File: config.mk
export PLATFORM = sky130hd
export DESIGN_NAME = sc_pointmatrix_flat
export DESIGN_NICKNAME = d
export VERILOG_FILES = /design/src/rtl/sc_pointmatrix_pkg.sv /design/src/rtl/sc_pointmatrix_if.sv /design/src/rtl/sc_onehotshift.sv /design/src/rtl/sc_pointmatrix.sv /design/src/flat_wrapper.sv
export SDC_FILE = /design/constraint.sdc
export NUM_CORES = 1
export LEC_CHECK = 0
export CAP_MARGIN = 20
export CORE_MARGIN = 5
export CORE_UTILIZATION = 30
export CTS_CLUSTER_DIAMETER = 40
export CTS_CLUSTER_SIZE = 28
export DETAILED_ROUTE_END_ITERATION = 10
export SLEW_MARGIN = 25
export SYNTH_ARGS = -nofsm -noshare
export SYNTH_HDL_FRONTEND = slang
export SYNTH_HIERARCHICAL = 1
export SYNTH_SLANG_ARGS = --single-unit
File: constraint.sdc
create_clock -name SC_POINTMATRIX_CLOCK_50 -period 2.3 [get_ports SC_POINTMATRIX_CLOCK_50]
set_clock_uncertainty 0.05 [all_clocks]
set_input_delay 0.345 -clock SC_POINTMATRIX_CLOCK_50 [delete_from_list [all_inputs] [get_ports SC_POINTMATRIX_CLOCK_50]]
set_output_delay 0.345 -clock SC_POINTMATRIX_CLOCK_50 [all_outputs]
set_load 0.02 [all_outputs]
File: src/rtl/sc_pointmatrix_pkg.sv
// Shared game definitions: shift-selection encodings, start column and move counter limit.
// Used by the point matrix datapath and the point control FSM.
package sc_pointmatrix_pkg;

  typedef enum logic [1:0] {
    SHIFT_HOLD    = 2'b00,
    SHIFT_LEFT    = 2'b01,
    SHIFT_RIGHT   = 2'b10,
    SHIFT_HOLDALT = 2'b11
  } shiftSel_e;

  localparam int         START_COL_DEFAULT = 4;
  localparam logic [7:0] MOVES_MAX         = 8'd255;

  function automatic logic [7:0] satInc(input logic [7:0] value);
    return (value == MOVES_MAX) ? value : value + 8'd1;
  endfunction

endpackage

File: src/rtl/sc_pointmatrix_if.sv
// Command strobes and display/status outputs of the point matrix.
// Master drives commands and observes outputs; slave is the matrix itself.
interface sc_pointmatrix_if #(
  parameter int ROWS = 8,
  parameter int COLS = 8
);
  logic                 SC_POINTMATRIX_clear_InLow;
  logic                 SC_POINTMATRIX_load0_InLow;
  logic                 SC_POINTMATRIX_load1_InLow;
  logic [1:0]           SC_POINTMATRIX_shiftselection_In;
  logic [ROWS*COLS-1:0] SC_POINTMATRIX_matrix_Out;
  logic                 SC_POINTMATRIX_bottomsidecomparator_OutLow;
  logic                 SC_POINTMATRIX_goal_Out;
  logic [7:0]           SC_POINTMATRIX_moves_Out;

  modport master (
    output SC_POINTMATRIX_clear_InLow, SC_POINTMATRIX_load0_InLow,
           SC_POINTMATRIX_load1_InLow, SC_POINTMATRIX_shiftselection_In,
    input  SC_POINTMATRIX_matrix_Out, SC_POINTMATRIX_bottomsidecomparator_OutLow,
           SC_POINTMATRIX_goal_Out, SC_POINTMATRIX_moves_Out
  );

  modport slave (
    input  SC_POINTMATRIX_clear_InLow, SC_POINTMATRIX_load0_InLow,
           SC_POINTMATRIX_load1_InLow, SC_POINTMATRIX_shiftselection_In,
    output SC_POINTMATRIX_matrix_Out, SC_POINTMATRIX_bottomsidecomparator_OutLow,
           SC_POINTMATRIX_goal_Out, SC_POINTMATRIX_moves_Out
  );
endinterface

File: src/rtl/sc_onehotshift.sv
// Combinational saturating one-hot shift: LEFT moves toward the MSB, RIGHT toward bit 0.
// Zero latency; no flow control; changed flags that the vector actually moved.
module sc_onehotshift
  import sc_pointmatrix_pkg::*;
#(
  parameter int WIDTH = 8
) (
  input  logic [WIDTH-1:0] colIn,
  input  logic [1:0]       shiftSel,
  output logic [WIDTH-1:0] colOut,
  output logic             changed
);

  always_comb begin
    colOut = colIn;
    case (shiftSel)
      SHIFT_LEFT:  if (!colIn[WIDTH-1]) colOut = colIn << 1;
      SHIFT_RIGHT: if (!colIn[0])       colOut = colIn >> 1;
      default:     colOut = colIn;
    endcase
    changed = (colOut != colIn);
  end

endmodule

File: src/rtl/sc_pointmatrix.sv
// Single point on a ROWS x COLS matrix: row index plus one-hot column, moved by prioritised strobes.
// Commands act on the sampling edge (outputs one cycle later); no backpressure, held strobes act every cycle.
module sc_pointmatrix
  import sc_pointmatrix_pkg::*;
#(
  parameter int COLS      = 8,
  parameter int ROWS      = 8,
  parameter int START_COL = START_COL_DEFAULT
) (
  input logic              SC_POINTMATRIX_CLOCK_50,
  input logic              SC_POINTMATRIX_RESET_InLow,
  sc_pointmatrix_if.slave  pm
);

  localparam int             RW        = (ROWS > 1) ? $clog2(ROWS) : 1;
  localparam logic [RW-1:0]  ROW_LAST  = RW'(ROWS - 1);
  localparam logic [COLS-1:0] COL_START = COLS'(1) << START_COL;

  logic [RW-1:0]   rowIdx, nextRow;
  logic [COLS-1:0] colVec, nextCol, shiftedCol;
  logic [7:0]      moves;
  logic            goalReg, goalNext;
  logic            shiftChanged, accepted, clearCmd;
  logic [ROWS*COLS-1:0] matrixComb;

  sc_onehotshift #(.WIDTH(COLS)) uShift (
    .colIn    (colVec),
    .shiftSel (pm.SC_POINTMATRIX_shiftselection_In),
    .colOut   (shiftedCol),
    .changed  (shiftChanged)
  );

  // Exactly one command per cycle: clear > load0 > load1 > shift.
  always_comb begin
    nextRow  = rowIdx;
    nextCol  = colVec;
    accepted = 1'b0;
    clearCmd = 1'b0;
    goalNext = 1'b0;
    if (!pm.SC_POINTMATRIX_clear_InLow) begin
      clearCmd = 1'b1;
      nextRow  = ROW_LAST;
      nextCol  = COL_START;
    end else if (!pm.SC_POINTMATRIX_load0_InLow) begin
      if (rowIdx != '0) begin
        nextRow  = rowIdx - RW'(1);
        accepted = 1'b1;
        goalNext = (rowIdx == RW'(1));
      end
    end else if (!pm.SC_POINTMATRIX_load1_InLow) begin
      if (rowIdx != ROW_LAST) begin
        nextRow  = rowIdx + RW'(1);
        accepted = 1'b1;
      end
    end else begin
      nextCol  = shiftedCol;
      accepted = shiftChanged;
    end
  end

  always_ff @(posedge SC_POINTMATRIX_CLOCK_50 or negedge SC_POINTMATRIX_RESET_InLow) begin
    if (!SC_POINTMATRIX_RESET_InLow) begin
      rowIdx  <= ROW_LAST;
      colVec  <= COL_START;
      moves   <= '0;
      goalReg <= 1'b0;
    end else begin
      rowIdx  <= nextRow;
      colVec  <= nextCol;
      goalReg <= goalNext;
      if (clearCmd)
        moves <= '0;
      else if (accepted)
        moves <= satInc(moves);
    end
  end

  always_comb begin
    matrixComb = '0;
    for (int r = 0; r < ROWS; r++) begin
      if (rowIdx == RW'(r)) matrixComb[r*COLS +: COLS] = colVec;
    end
  end

  assign pm.SC_POINTMATRIX_matrix_Out                  = matrixComb;
  assign pm.SC_POINTMATRIX_bottomsidecomparator_OutLow = (rowIdx != ROW_LAST);
  assign pm.SC_POINTMATRIX_goal_Out                    = goalReg;
  assign pm.SC_POINTMATRIX_moves_Out                   = moves;

endmodule

File: src/flat_wrapper.sv
// flat-port wrapper written by rule: the top's interface ports become plain ports
module sc_pointmatrix_flat import sc_pointmatrix_pkg::*;
#(
  parameter int COLS      = 8,
  parameter int ROWS      = 8,
  parameter int START_COL = START_COL_DEFAULT
)
  (SC_POINTMATRIX_CLOCK_50, SC_POINTMATRIX_RESET_InLow, pm_SC_POINTMATRIX_clear_InLow, pm_SC_POINTMATRIX_load0_InLow, pm_SC_POINTMATRIX_load1_InLow, pm_SC_POINTMATRIX_shiftselection_In, pm_SC_POINTMATRIX_matrix_Out, pm_SC_POINTMATRIX_bottomsidecomparator_OutLow, pm_SC_POINTMATRIX_goal_Out, pm_SC_POINTMATRIX_moves_Out);
  sc_pointmatrix_if #(.ROWS(ROWS), .COLS(COLS)) pm_i ();
  input logic SC_POINTMATRIX_CLOCK_50;
  input logic SC_POINTMATRIX_RESET_InLow;
  input wire logic [$bits(pm_i.SC_POINTMATRIX_clear_InLow)-1:0] pm_SC_POINTMATRIX_clear_InLow;
  input wire logic [$bits(pm_i.SC_POINTMATRIX_load0_InLow)-1:0] pm_SC_POINTMATRIX_load0_InLow;
  input wire logic [$bits(pm_i.SC_POINTMATRIX_load1_InLow)-1:0] pm_SC_POINTMATRIX_load1_InLow;
  input wire logic [$bits(pm_i.SC_POINTMATRIX_shiftselection_In)-1:0] pm_SC_POINTMATRIX_shiftselection_In;
  output wire logic [$bits(pm_i.SC_POINTMATRIX_matrix_Out)-1:0] pm_SC_POINTMATRIX_matrix_Out;
  output wire logic [$bits(pm_i.SC_POINTMATRIX_bottomsidecomparator_OutLow)-1:0] pm_SC_POINTMATRIX_bottomsidecomparator_OutLow;
  output wire logic [$bits(pm_i.SC_POINTMATRIX_goal_Out)-1:0] pm_SC_POINTMATRIX_goal_Out;
  output wire logic [$bits(pm_i.SC_POINTMATRIX_moves_Out)-1:0] pm_SC_POINTMATRIX_moves_Out;
  assign pm_i.SC_POINTMATRIX_clear_InLow = pm_SC_POINTMATRIX_clear_InLow;
  assign pm_i.SC_POINTMATRIX_load0_InLow = pm_SC_POINTMATRIX_load0_InLow;
  assign pm_i.SC_POINTMATRIX_load1_InLow = pm_SC_POINTMATRIX_load1_InLow;
  assign pm_i.SC_POINTMATRIX_shiftselection_In = pm_SC_POINTMATRIX_shiftselection_In;
  assign pm_SC_POINTMATRIX_matrix_Out = pm_i.SC_POINTMATRIX_matrix_Out;
  assign pm_SC_POINTMATRIX_bottomsidecomparator_OutLow = pm_i.SC_POINTMATRIX_bottomsidecomparator_OutLow;
  assign pm_SC_POINTMATRIX_goal_Out = pm_i.SC_POINTMATRIX_goal_Out;
  assign pm_SC_POINTMATRIX_moves_Out = pm_i.SC_POINTMATRIX_moves_Out;
  sc_pointmatrix #(.COLS(COLS), .ROWS(ROWS), .START_COL(START_COL)) u_core (.SC_POINTMATRIX_CLOCK_50(SC_POINTMATRIX_CLOCK_50), .SC_POINTMATRIX_RESET_InLow(SC_POINTMATRIX_RESET_InLow), .pm(pm_i));
endmodule
---- Word-level counts from Yosys, hierarchy flattened ----
Cells that the tools add are included.
storage, ports and cells
  bits in registers ....................... 20
  bits in latches ......................... 0
  RAM bits ................................ 0
  memory bits (read-only) ................. 0
  bits of input ports ..................... 7
  output and inout bits ................... 74
  word-level logic and storage cells ...... 61
  memories kept ........................... 0
cells by class
  $add $sub $neg .......................... 3
  $mul .................................... 0
  divide/modulo/power cells ............... 0
  $lt $le $gt $ge ......................... 0
  eq/ne operators ......................... 19
  shifts and indexed selects .............. 0
  muxes and demuxes ....................... 30
  bitwise operators ....................... 0
  reduce and logical (&&, ||, !) cells .... 5
operator list
  cell                   count
  $mux W8                16
  $pmux W8 S2            1
  $mux W3                5
  $eq A3 B3 Y1 const B   4
  $add A8 B1 Y8 const B  1
  $eq A8 B8 Y1 const B   1
  $mux W1                8
  $ne A8 B8 Y1           1
  $eq A3 B2 Y1 const B   2
  $ne A2 B1 Y1 const B   3
  $ne A3 B3 Y1 const B   2
  $reduce_and A2 Y1      2
  $add A3 B1 Y3 const B  1
  $eq A3 B1 Y1 const B   1
  $logic_not A3 Y1       1
  $ne A3 B1 Y1 const B   1
  $ne A3 B2 Y1 const B   1
  $reduce_and A3 Y1      1
  $reduce_bool A3 Y1     1
  $sub A3 B1 Y3 const B  1
  $eq A2 B1 Y1 const B   1
  $eq A2 B2 Y1 const B   1
  $ne A2 B2 Y1 const B   1

---- Longest topological paths before layout ----
  depth after elaboration ................. 8
  mapped depth ............................ 12
  gate-level depth less buffers ........... 11

---- Hierarchy ----
The synthesis kept the hierarchy.
by module, submodules not included
  module          times used  cells an instance  area an instance (µm²)  seq. area each (µm²)
  sc_pointmatrix  1           201                1,604.0                 505.5
  sc_onehotshift  1           99                 604.3                   0.0

---- Worst setup path after synthesis ----
No wires, ideal clock.
  path kind ............................... in2reg
  start ................................... in pm_SC_POINTMATRIX_shiftselection_In[0]
  end ..................................... reg u_core.moves[7] (netlist: u_core/pm.SC_POINTMATRIX_moves_Out[7])
  library setup time ...................... 0.079 ns
  data arrival time ....................... 2.238 ns
  data required time ...................... 2.171 ns
  path slack .............................. -0.067 ns
  stages on the path ...................... 11
  path buffers ............................ 0
  cell sequence ........................... inv_1 > ha_1 > nor2b_4 > a22oi_1 > o21ai_0 > nor4_2 > a31oi_1 > nand2_1 > a21bo_2 > a2111oi_4 > mux2i_1
on the way
  longest elaborated chain between the ends .. 8
  elaborated cells on any way between the ends .. 9
  classes of those cells .................. eq/ne (4); mux (4); reduce/logical (1)
ends and longest elaborated chain
  item                                                 RTL line              source
  start, declared                                      flat_wrapper.sv:15    input wire logic [$bits(pm_i.SC_POINTMATRIX_shiftselection_In)-1:0] pm_SC_POINTMATRIX_shiftselection_In;
  $eq A2 B2 Y1 / $eq A2 B1 Y1 (equally long branches)  sc_onehotshift.sv:16  case (shiftSel)
  $pmux W8 S2 (*)                                      sc_onehotshift.sv:16
  $ne A8 B8 Y1 (*)                                     sc_onehotshift.sv:21  changed = (colOut != colIn);
  net u_core.shiftChanged                              sc_pointmatrix.sv:23  logic shiftChanged, accepted, clearCmd;
  $mux W1 (*)                                          sc_pointmatrix.sv:50  end else if (!pm.SC_POINTMATRIX_load1_InLow) begin
  $mux W1 (*)                                          sc_pointmatrix.sv:44  end else if (!pm.SC_POINTMATRIX_load0_InLow) begin
  $mux W1 (*)                                          sc_pointmatrix.sv:40  if (!pm.SC_POINTMATRIX_clear_InLow) begin
  $ne A2 B1 Y1 (no line) (*)                           n/a
  $reduce_and A2 Y1 (no line) (*)                      n/a
  end signal, assigned                                 sc_pointmatrix.sv:74  moves <= satInc(moves);
  end, declared                                        sc_pointmatrix.sv:21  logic [7:0] moves;
The timed path passes the listed nets; every way through them passes the cells marked *.
A chain may end at the register's enable or synchronous reset.

---- Final worst setup path ----
  start ................................... reg u_core.colVec[0]
  end ..................................... reg u_core.moves[7] (netlist: u_core/pm.SC_POINTMATRIX_moves_Out[7])
on the way
  longest elaborated chain between the ends .. 8
  elaborated cells on any way between the ends .. 9
  classes of those cells .................. eq/ne (2); mux (6); reduce/logical (1)
ends and longest elaborated chain
  item                               RTL line                                    source
  start, declared                    sc_pointmatrix.sv:20                        logic [COLS-1:0] colVec, nextCol, shiftedCol;
  start signal, assigned             sc_pointmatrix.sv:69                        colVec <= nextCol;
  $mux W8, on equally long branches  sc_onehotshift.sv:18, sc_onehotshift.sv:17
  $pmux W8 S2                        sc_onehotshift.sv:16
  $ne A8 B8 Y1 (*)                   sc_onehotshift.sv:21
  net u_core.shiftChanged            sc_pointmatrix.sv:23
  $mux W1 (*)                        sc_pointmatrix.sv:50
  $mux W1 (*)                        sc_pointmatrix.sv:44
  $mux W1 (*)                        sc_pointmatrix.sv:40
  $ne A2 B1 Y1 (no line) (*)         n/a
  $reduce_and A2 Y1 (no line) (*)    n/a
Marked as above.

==> metrics.cfg <==
[outcome]
status=finished, violations left
violations=negative setup slack

[timing]
fmax_mhz=403
setup_violations=8
fin_crit_sh=1.08
drv_slew=0
final.min_clock_period_ns=2.48
hold_slack_ns=0.361
tightest_slew_ns=0.462
fin_ws_ns=-0.182
grt_setup_unrepaired=true
slew_headroom=0.692
hold_violations=0

[layout]
syn_to_final_growth_pct=61.7
fill_cells=772
num_antenna_cells=0
regArea_um2=510
drive_above_1_share=0.272
fin_util=0.495
fin_nets=438
multi_input_area_um2=1720

[drt]
num_vias=2642
vias_per_cell=5.10
routed_wl_um=8090
wl_per_cell_um=15.6
firstDrtPassIters=4
ant_nets=0
drt_iter0_markers=135
remaining_drc_errors=0

[global_routing]
track_usage=0.167
grt_pass1_vias=2511
antenna_found_initial=0
grt_pass1_wl_um=12400
grt_max_degree=26
overflow=0

[yosys]
synth-main-ff-cell=dfrtp_1
async_flop_share=1.00
syn_nets=318
netlist_area_um2=2210
ys_seq_area_frac=0.229
synth_cells=300
yosysUniqueCellTypes=50
yosys_warnings=6
synth_seq_cells=20
synth_edf_count=0
syn_area_per_cell_um2=7.36

[floorplan]
die_x_um=95.8
initial_utilization=0.306
io_pins=81
row_count=31
die_area_um2=9180
core_um2=7210
die_y_um=95.8

[critical_path]
end_kind=flop
worstSetupPathType=flop to flop
cp-start-kind=flop
critPathRequiredTime_ns=2.45
arrival_ns=2.63
cp_max_fo=8

[cts]
cts.hold.buffers_added=0
cts_buffer_depth=2
cts_buffers=3
clk_pin_slew_worst_paths_ns=0.08
cts_num_sinks=20
cts_tree=built
cts-root-buf=clkbuf_8
cts_htree_levels=1
insertion_delay_ns=0.27

[placed_design]
dpl.hpwl_um=5690
numPortBuffers=80
place_congestion=0.873

[flow_run]
drv_cap=0

[pwr]
p_total_mw=1.26
power_density_nw_per_um2=353
total_leakage_power_nw=1.81
ir_drop_v=0.000316

[hold_path]
hold_class=input pin to async pin

[metrics by stage]
stage	setup TNS (ns)	std cells	worst slack, ns	cell area, um2
2_1_floorplan	0	300	0.00107	2220
3_5_place_dp	-5.79	501	-0.786	3360
4_1_cts	-0.0944	510	-0.0654	3460
3_3_place_gp	-5.14	501	-0.718	3360
5_1_grt	-1.68	518	-0.277	3570
6_report	-1.11	518	-0.182	3570
[layer usage]
metal | up-vias | part of all wire | GRT usage
li1 | 1293 | - | -
met1 | 1247 | 0.43 | 0.212
met2 | 99 | 0.49 | 0.299
met3 | 3 | 0.078 | 0.0367
met4 | 0 | 0.0012 | 0.0166
met5 | - | 0 | 0
[cell type report]
type                            count  area share
Inverter                           16      0.0168
Sequential cell                    20       0.143
Multi-Input combinational cell    244       0.482
Timing Repair Buffer              135       0.308
Clock buffer                        4      0.0154
Tap cell                           99      0.0347
[layout by cell type, fill, tap and decap left out, types with 4 or more instances in the layout]
master,n
buf_4,51
ha_4,4
clkbuf_2,12
inv_1,13
o21ai_2,5
and3_1,26
a22oi_1,4
nor3_1,5
dfrtp_2,4
nand2_1,33
dfstp_2,4
ha_1,6
a21oi_1,23
clkdlybuf4s50_1,13
o21ai_0,12
clkbuf_8,4
dfrtp_1,12
dlygate4sd2_1,47
nor2_1,9
clkdlybuf4s15_1,6
nand3_1,14
and2_1,40
mux2i_1,8
[critical path, stage by stage, from the launching register on]
cell	delay (ns)
dfrtp_2	0.45
buf_6	0.15
nor2b_4	0.16
a22oi_2	0.10
nor2_1	0.18
nor4_2	0.07
a31oi_1	0.29
nand2_1	0.14
a21bo_4	0.25
a2111oi_4	0.36
mux2i_1	0.21
[kinds of logic after synthesis]
logic type / share of synthesized area
xor+xnor: 0.00397
simple gates: 0.366
flops: 0.229
fa+ha+maj: 0.0623
buf+inv: 0.0702
mux: 0.0414
compound gates: 0.227
[synthesized netlist by cell type (3+ instances only)]
cell type,number,share of area
a211oi_1,4,0.014
a21oi_1,26,0.059
a221oi_1,3,0.012
a22oi_1,6,0.020
a31oi_1,3,0.0085
and2_1,40,0.11
and3_1,26,0.074
buf_2,7,0.016
buf_4,3,0.010
clkbuf_1,9,0.015
dfrtp_1,16,0.18
dfstp_2,4,0.048
ha_1,11,0.062
inv_1,15,0.025
mux2i_1,8,0.036
nand2_1,34,0.058
nand3_1,14,0.032
nor2_1,9,0.015
nor2b_1,3,0.0085
nor3_1,5,0.011
o21ai_0,19,0.043
o221ai_1,3,0.012
[state kept, by name (all words and copies together), names as in the netlist]
name and flops:
u_core/pm.SC_POINTMATRIX_goal_Out 1, u_core/rowIdx 3, u_core/colVec 8, u_core/pm.SC_POINTMATRIX_moves_Out 8
[where the power goes]
group	leakage (nW)	switching, mW	internal (mW)
sequential	0.257	0.0331	0.383
combinational	1.52	0.316	0.245
clock	0.0288	0.130	0.153
[worst paths after layout]
check	startpoint	to	slack [ns]	depth (start not counted)
worst min register to register	u_core/rowIdx[1]	u_core/rowIdx[1]	0.49	2
worst min-delay path	SC_POINTMATRIX_RESET_InLow	u_core/pm.SC_POINTMATRIX_moves_Out[3]	0.36	2
max in group asynchronous	SC_POINTMATRIX_RESET_InLow	u_core/rowIdx[2]	1.56	2
worst max register to register	u_core/colVec[0]	u_core/pm.SC_POINTMATRIX_moves_Out[7]	-0.18	10
min in group SC_POINTMATRIX_CLOCK_50	u_core/rowIdx[1]	u_core/rowIdx[1]	0.49	2
worst max-delay path	u_core/colVec[0]	u_core/pm.SC_POINTMATRIX_moves_Out[7]	-0.18	10
[repair_timing]
item,CTS,global route
endpoints found under the setup margin,73,30
resized for setup,99,50
setup buffers,5,8
pin swaps,11,15
(Power assumes the default switching activity.)
